**config.mk**
```make
export PLATFORM = sky130hd
export DESIGN_NAME = fc_accumulate
export DESIGN_NICKNAME = d
export VERILOG_FILES = /design/src/rtl/cnn_pkg.sv /design/src/rtl/mac_lane.sv /design/src/rtl/fc_accumulate.sv
export SDC_FILE = /design/constraint.sdc
export NUM_CORES = 2
export LEC_CHECK = 0
export BUFFER_PORTS_ARGS = -buffer_cell sky130_fd_sc_hd__buf_2
export CORE_ASPECT_RATIO = 0.5
export CORE_UTILIZATION = 65
export CTS_CLUSTER_DIAMETER = 80
export CTS_CLUSTER_SIZE = 25
export DETAILED_ROUTE_END_ITERATION = 10
export PLACE_DENSITY_LB_ADDON = 0.15
export SKIP_LAST_GASP = 1
export SYNTH_ARGS = -nofsm -noshare
export SYNTH_HDL_FRONTEND = slang
export SYNTH_HIERARCHICAL = 1
export SYNTH_SLANG_ARGS = --single-unit
```
**constraint.sdc**
```tcl
create_clock -name clk -period 13.32 [get_ports clk]
set_input_delay 0.666 -clock clk [delete_from_list [all_inputs] [get_ports clk]]
set_output_delay 0.666 -clock clk [all_outputs]
set_load 0.01 [all_outputs]
```
**src/rtl/cnn_pkg.sv**
```systemverilog
// Shared definitions for the CNN back end: data/weight widths, the
// fully-connected stage state encoding and index width helpers.
package cnn_pkg;

    localparam int DATA_W   = 18;
    localparam int WEIGHT_W = 8;

    typedef enum logic [1:0] {
        IDLE  = 2'd0,
        ACCUM = 2'd1,
        EMIT  = 2'd2,
        DONE  = 2'd3
    } fc_state_e;

    // Index width that stays at least one bit wide for degenerate sizes.
    function automatic int idx_w(input int n);
        return (n > 1) ? $clog2(n) : 1;
    endfunction

endpackage

```
**src/rtl/mac_lane.sv**
```systemverilog
// One output neuron: signed accumulator fed by unsigned data times a
// signed weight, with synchronous clear and enable.
module mac_lane
    import cnn_pkg::*;
#(
    parameter int ACC_W = 32
) (
    input  logic                       clk,
    input  logic                       rst,
    input  logic                       clear,
    input  logic                       en,
    input  logic [DATA_W-1:0]          data,
    input  logic signed [WEIGHT_W-1:0] weight,
    output logic signed [ACC_W-1:0]    acc
);

    localparam int PW = DATA_W + WEIGHT_W + 1;

    logic signed [PW-1:0] prod;

    // Zero-extend the pooled value so it multiplies as a non-negative signed number.
    assign prod = $signed({1'b0, data}) * weight;

    always_ff @(posedge clk or negedge rst) begin
        if (!rst) begin
            acc <= '0;
        end else if (clear) begin
            acc <= '0;
        end else if (en) begin
            acc <= acc + {{(ACC_W-PW){prod[PW-1]}}, prod};
        end
    end

endmodule

```
**src/rtl/fc_accumulate.sv**
```systemverilog
// Fully-connected output stage: MACs the pooled stream against a stored
// weight row per input, streams the neuron scores, then reports arg-max.
module fc_accumulate
    import cnn_pkg::*;
#(
    parameter int N_IN  = 16,
    parameter int N_OUT = 4,
    parameter int ACC_W = 32,
    localparam int IW   = idx_w(N_IN),
    localparam int OW   = idx_w(N_OUT)
) (
    input  logic                      clk,
    input  logic                      rst,
    input  logic                      start,
    input  logic [DATA_W-1:0]         pool_data,
    input  logic                      pool_valid,
    output logic                      in_ready,
    input  logic                      w_we,
    input  logic [IW-1:0]             w_addr,
    input  logic [N_OUT*WEIGHT_W-1:0] w_data,
    output logic [ACC_W-1:0]          out_data,
    output logic [OW-1:0]             out_idx,
    output logic                      out_valid,
    input  logic                      out_ready,
    output logic [OW-1:0]             class_out,
    output logic                      done
);

    localparam logic [IW-1:0] LAST_IN  = IW'(N_IN - 1);
    localparam logic [OW-1:0] LAST_OUT = OW'(N_OUT - 1);

    fc_state_e state, next_state;

    logic [N_OUT*WEIGHT_W-1:0] weights [N_IN];
    logic [N_OUT*WEIGHT_W-1:0] row;
    logic signed [ACC_W-1:0]   acc [N_OUT];

    logic [IW-1:0]           cnt;
    logic [OW-1:0]           emit_cnt;
    logic signed [ACC_W-1:0] best_score;
    logic [OW-1:0]           best_idx;

    logic start_go;
    logic accept;
    logic emit_hs;
    logic last_in;
    logic last_out;
    logic take;

    assign start_go = (state == IDLE) && start;
    assign accept   = (state == ACCUM) && pool_valid;
    assign emit_hs  = (state == EMIT) && out_ready;
    assign last_in  = (cnt == LAST_IN);
    assign last_out = (emit_cnt == LAST_OUT);
    assign row      = weights[cnt];
    // Index 0 always seeds the running best; later lanes need strictly greater.
    assign take     = (emit_cnt == '0) || (acc[emit_cnt] > best_score);

    // Weight RAM has no reset so weights survive an aborted inference.
    always_ff @(posedge clk) begin
        if ((state == IDLE) && w_we) begin
            weights[w_addr] <= w_data;
        end
    end

    for (genvar j = 0; j < N_OUT; j++) begin : g_lane
        mac_lane #(.ACC_W(ACC_W)) u_lane (
            .clk    (clk),
            .rst    (rst),
            .clear  (start_go),
            .en     (accept),
            .data   (pool_data),
            .weight (row[j*WEIGHT_W +: WEIGHT_W]),
            .acc    (acc[j])
        );
    end

    always_ff @(posedge clk or negedge rst) begin
        if (!rst) begin
            state <= IDLE;
        end else begin
            state <= next_state;
        end
    end

    always_comb begin
        next_state = state;
        case (state)
            IDLE:    if (start)              next_state = ACCUM;
            ACCUM:   if (accept && last_in)  next_state = EMIT;
            EMIT:    if (emit_hs && last_out) next_state = DONE;
            DONE:                            next_state = IDLE;
            default:                         next_state = IDLE;
        endcase
    end

    always_comb begin
        in_ready  = 1'b0;
        out_valid = 1'b0;
        out_data  = '0;
        out_idx   = '0;
        done      = 1'b0;
        case (state)
            ACCUM: in_ready = 1'b1;
            EMIT: begin
                out_valid = 1'b1;
                out_data  = acc[emit_cnt];
                out_idx   = emit_cnt;
            end
            DONE:  done = 1'b1;
            default: ;
        endcase
    end

    // class_out is loaded on the final handshake so it is already valid while done is high.
    always_ff @(posedge clk or negedge rst) begin
        if (!rst) begin
            cnt        <= '0;
            emit_cnt   <= '0;
            best_score <= '0;
            best_idx   <= '0;
            class_out  <= '0;
        end else if (start_go) begin
            cnt        <= '0;
            emit_cnt   <= '0;
            best_score <= '0;
            best_idx   <= '0;
        end else begin
            if (accept) begin
                cnt <= cnt + 1'b1;
            end
            if (emit_hs) begin
                emit_cnt <= emit_cnt + 1'b1;
                if (take) begin
                    best_score <= acc[emit_cnt];
                    best_idx   <= emit_cnt;
                end
                if (last_out) begin
                    class_out <= take ? emit_cnt : best_idx;
                end
            end
        end
    end

endmodule

```
==> summary.md <==
| Metric | Value |
|---|---|
| Status | `finished clean` |
| Die area | `0.08393 sq mm` |
| Core ar. | `between 0.08 and 0.09 sq mm` |
| Post-synthesis cell count | `4665` |
| Routability cong. | `0.9698` |
| Ys async rst share | `0.2515` |
| Routed wl met2 | `62960 microns` |
| Post-Syn Area per Cell | `11.52 sq um` |
| Total gr overflow | `0` |
| Largest area contributor in the netlist | `edfxtp_1` |
| Worst clock skew | `approximately 36 ps` |
| GR Util All Layers | `0.3440` |
| Slew Limit Headroom | `0.3069` |
| Unrepaired setup endpoints after global routing | `no` |
| Die height | `205.4 microns` |
| Min Tclk post-route | `between 10000 and 15000 ps` |
| Post-synthesis sequential area ratio | `0.3660` |
| Crit path capture type | `flop` |
| Post-route ant nets | `0` |
| Io pins | `99` |
| DRC Markers | `0` |
| Post-synth top area share | `0.2860` |
| Pre-antenna DRT Iters | `5` |
| WL/cell | `~24 microns` |
| Crit path DAT | `between 10000 and 15000 ps` |
| Root Driver | `clkbuf_16` |
| Final Setup Violations | `0` |
| Vias post-DR | `36480` |
| Vias in the first global route | `36570` |
| Fmax | `98.35 MHz` |
| Cell Rows | `74` |
| Layout net count | `5572` |
| Worst-path clk slew | `100 ps` |
| Synth warn | `6` |
| Routed WL | `141600 microns` |
| Critical path peak fanout | `70` |
| Initial core utilization | `0.6576` |
| H-Tree Depth | `2` |
| Register Area | `0.01969 sq mm` |
| Post-synth design cell area | `0.05376 sq mm` |
| Hold crit path type | `in -> reg` |
| Synthesis-stage register bit count | `684` |
| FILL cells | `5911` |
| CP startpoint kind | `flop` |
| Clock sinks | `~680` |
| Clk_lat worst skew | `between 600 and 700 ps` |
| Slew @ Worst Pin | `approximately 1000 ps` |
| Setup TNS | `0 ps` |
| Synth area leaders | `edfxtp_1 29%, fa_1 15%, ha_1 9.8%` |
| HPWL after DPL | `99480 microns` |
| Multi-input gate area | `0.03108 sq mm` |
| Syn Nets | `5537` |
| Met1 Wirelength | `around 61000 microns` |
| Final hold viol count | `0` |
| Num CTS Buffers | `36` |
| Number of synthesized flops with an enable pin | `512` |
| Slowest cell delay on critical path | `1110 ps` |
| Crit-path most repeated cell | `fa_1` |
| Area Growth Syn to Fin | `5.234%` |
| Die X | `408.7 microns` |
| Area after DPL | `0.05544 sq mm` |
| Clock buffer depth | `3` |
| Initial antenna violation count | `8` |
| Max Slew Vio Count | `0` |
| Primary FF master, synth | `edfxtp_1` |
| Routed length on met3 | `~14000 microns` |
| Layout cells sized above 1 | `0.1017` |
| Fin area | `0.05658 sq mm` |
| CP Data Required Time | `13810 ps` |
| First-pass GRT wire length | `217100 microns` |
| Largest net degree at the start of global routing | `71` |
| Via density per instance | `6.260` |
| Dpl cells | `between 5000 and 6000` |
| CP Class | `reg -> reg` |
| Finished Layout Cells | `5828` |
| Post-synthesis cell type count | `about 110` |
| CTS tree | `done` |
| Highest metal used | `met5` |
| Worst slack at placement | `3296 ps` |
| Port bufs | `just under 100` |
| Max cap viols | `0` |
| Iter 0 DRT Violations | `about 3500` |
| Post-route setup slack | `3153 ps` |
| Fin crit share | `0.7633` |
| Slowest CP cell | `dfrtp_4` |
flip-flops by register name (all words and copies together), names as in the netlist:
| name | flops |
|---|---|
| emit_cnt | 2 |
| state | 2 |
| weights | 512 |
| class_out | 2 |
| best_score | 32 |
| cnt | 4 |
| best_idx | 2 |
| g_lane.u_lane/acc | 128 |
layout by cell type (no fill, tap or decap), types with 10 or more instances in the layout:
master,instances
nor2_4,13
edfxtp_1,512
fa_1,392
a21o_1,77
nor4_1,12
xnor2_1,108
nor2_1,275
o211ai_1,14
a31oi_1,21
nor2b_1,19
and3_1,15
o21bai_1,28
nand2b_1,44
a211oi_1,32
a22o_2,24
and2_1,464
clkbuf_1,10
buf_2,97
a21oi_1,183
mux4_2,192
nor3_1,45
a22o_1,21
o21a_1,34
or3_1,10
buf_4,33
dfrtp_1,167
xor2_1,60
nand4_1,26
o21ai_1,47
nand3_1,55
ha_1,420
clkbuf_16,37
inv_1,672
o21ai_0,77
nand2_1,205
mux2i_1,65
cell families (layout without fill, tap and decap cells):
kind of cell               count (synthesis)  after routing  synth area share
AOI/OAI and AO/OA                        683            683           0.08874
other                                      0              5                 0
DFF                                      684            684            0.3660
adders and majority gates                812            812            0.2437
buffers and inverters                    809            865           0.05811
xor gates and xnor gates                 170            170           0.02797
and+or+nand+nor                         1247           1247            0.1223
muxes                                    260            260           0.09316
cell usage after synthesis, drive strengths merged, types with 45 or more instances:
cell / n
and2: 466
xor2: 60
nand2: 207
xnor2: 110
nand3: 55
dfrtp: 172
mux4: 192
ha: 420
o21ai: 127
nor3: 49
nor2: 289
a21oi: 190
edfxtp: 512
inv: 672
a22o: 45
clkbuf: 93
fa: 392
a21o: 78
nand2b: 45
mux2i: 65
through the flow:
step | util | hold slack, ps
detailed placement | 0.6782 | 491.3
CTS | 0.6919 | 371.2
global placement | 0.6782 | 488.4
floorplan | - | 370.4
global route | 0.6919 | 384.5
finish | 0.6920 | 412.7
metal layers:
metal / global-route usage / vias to the layer above
met2: 0.5290 / 1646
met3: 0.08770 / 248
met5: 0 / -
met1: 0.4864 / 18360
met4: 0.1025 / 6
li1: - / 16220
timing repair:
| item | CTS | global route |
|---|---|---|
| hold buffers | 1 | 0 |
| setup endpoints to repair | 0 | 0 |
| gates resized for setup | 0 | 0 |
| endpoints found under the hold margin | 36 | 0 |
| setup buffers | 0 | 0 |
layout make-up:
cell class | count | area share
Inverter | 673 | 0.04465
Clock inverter | 12 | 0.002565
Antenna cell | 5 | 0.0002212
Clock buffer | 47 | 0.01703
Sequential cell | 684 | 0.3480
Multi-Input combinational cell | 3172 | 0.5494
Tap cell | 1102 | 0.02437
Timing Repair Buffer | 133 | 0.01373
critical path, delay by kind of cell, from the launching register on:
family                   cells  cell delay (ps)
multiplexers                 2             1160
XOR/XNOR                     1              100
adder cells (fa/ha/maj)      6             2810
flip-flops                   1             1110
AO/OA/AOI/OAI               10             2330
AND/OR/NAND/NOR              8             1470
buffers and inverters        3              960
worst paths after layout:
check	from	endpoint	slack [ps]	cells past startpoint
max in group asynchronous	rst	g_lane[0].u_lane/acc[4]	11510	3
worst min register to register	best_score[7]	best_score[7]	510	1
min in group asynchronous	rst	state[1]	550	2
worst max register to register	cnt[1]	g_lane[2].u_lane/acc[31]	3150	30
worst max-delay path	cnt[1]	g_lane[2].u_lane/acc[31]	3150	30
worst min-delay path	w_data[17]	weights[12][17]	410	1
Power is left out: the tool's default activity adds up to more than one toggle a clock period on the data nets, which glitch-free logic cannot reach.
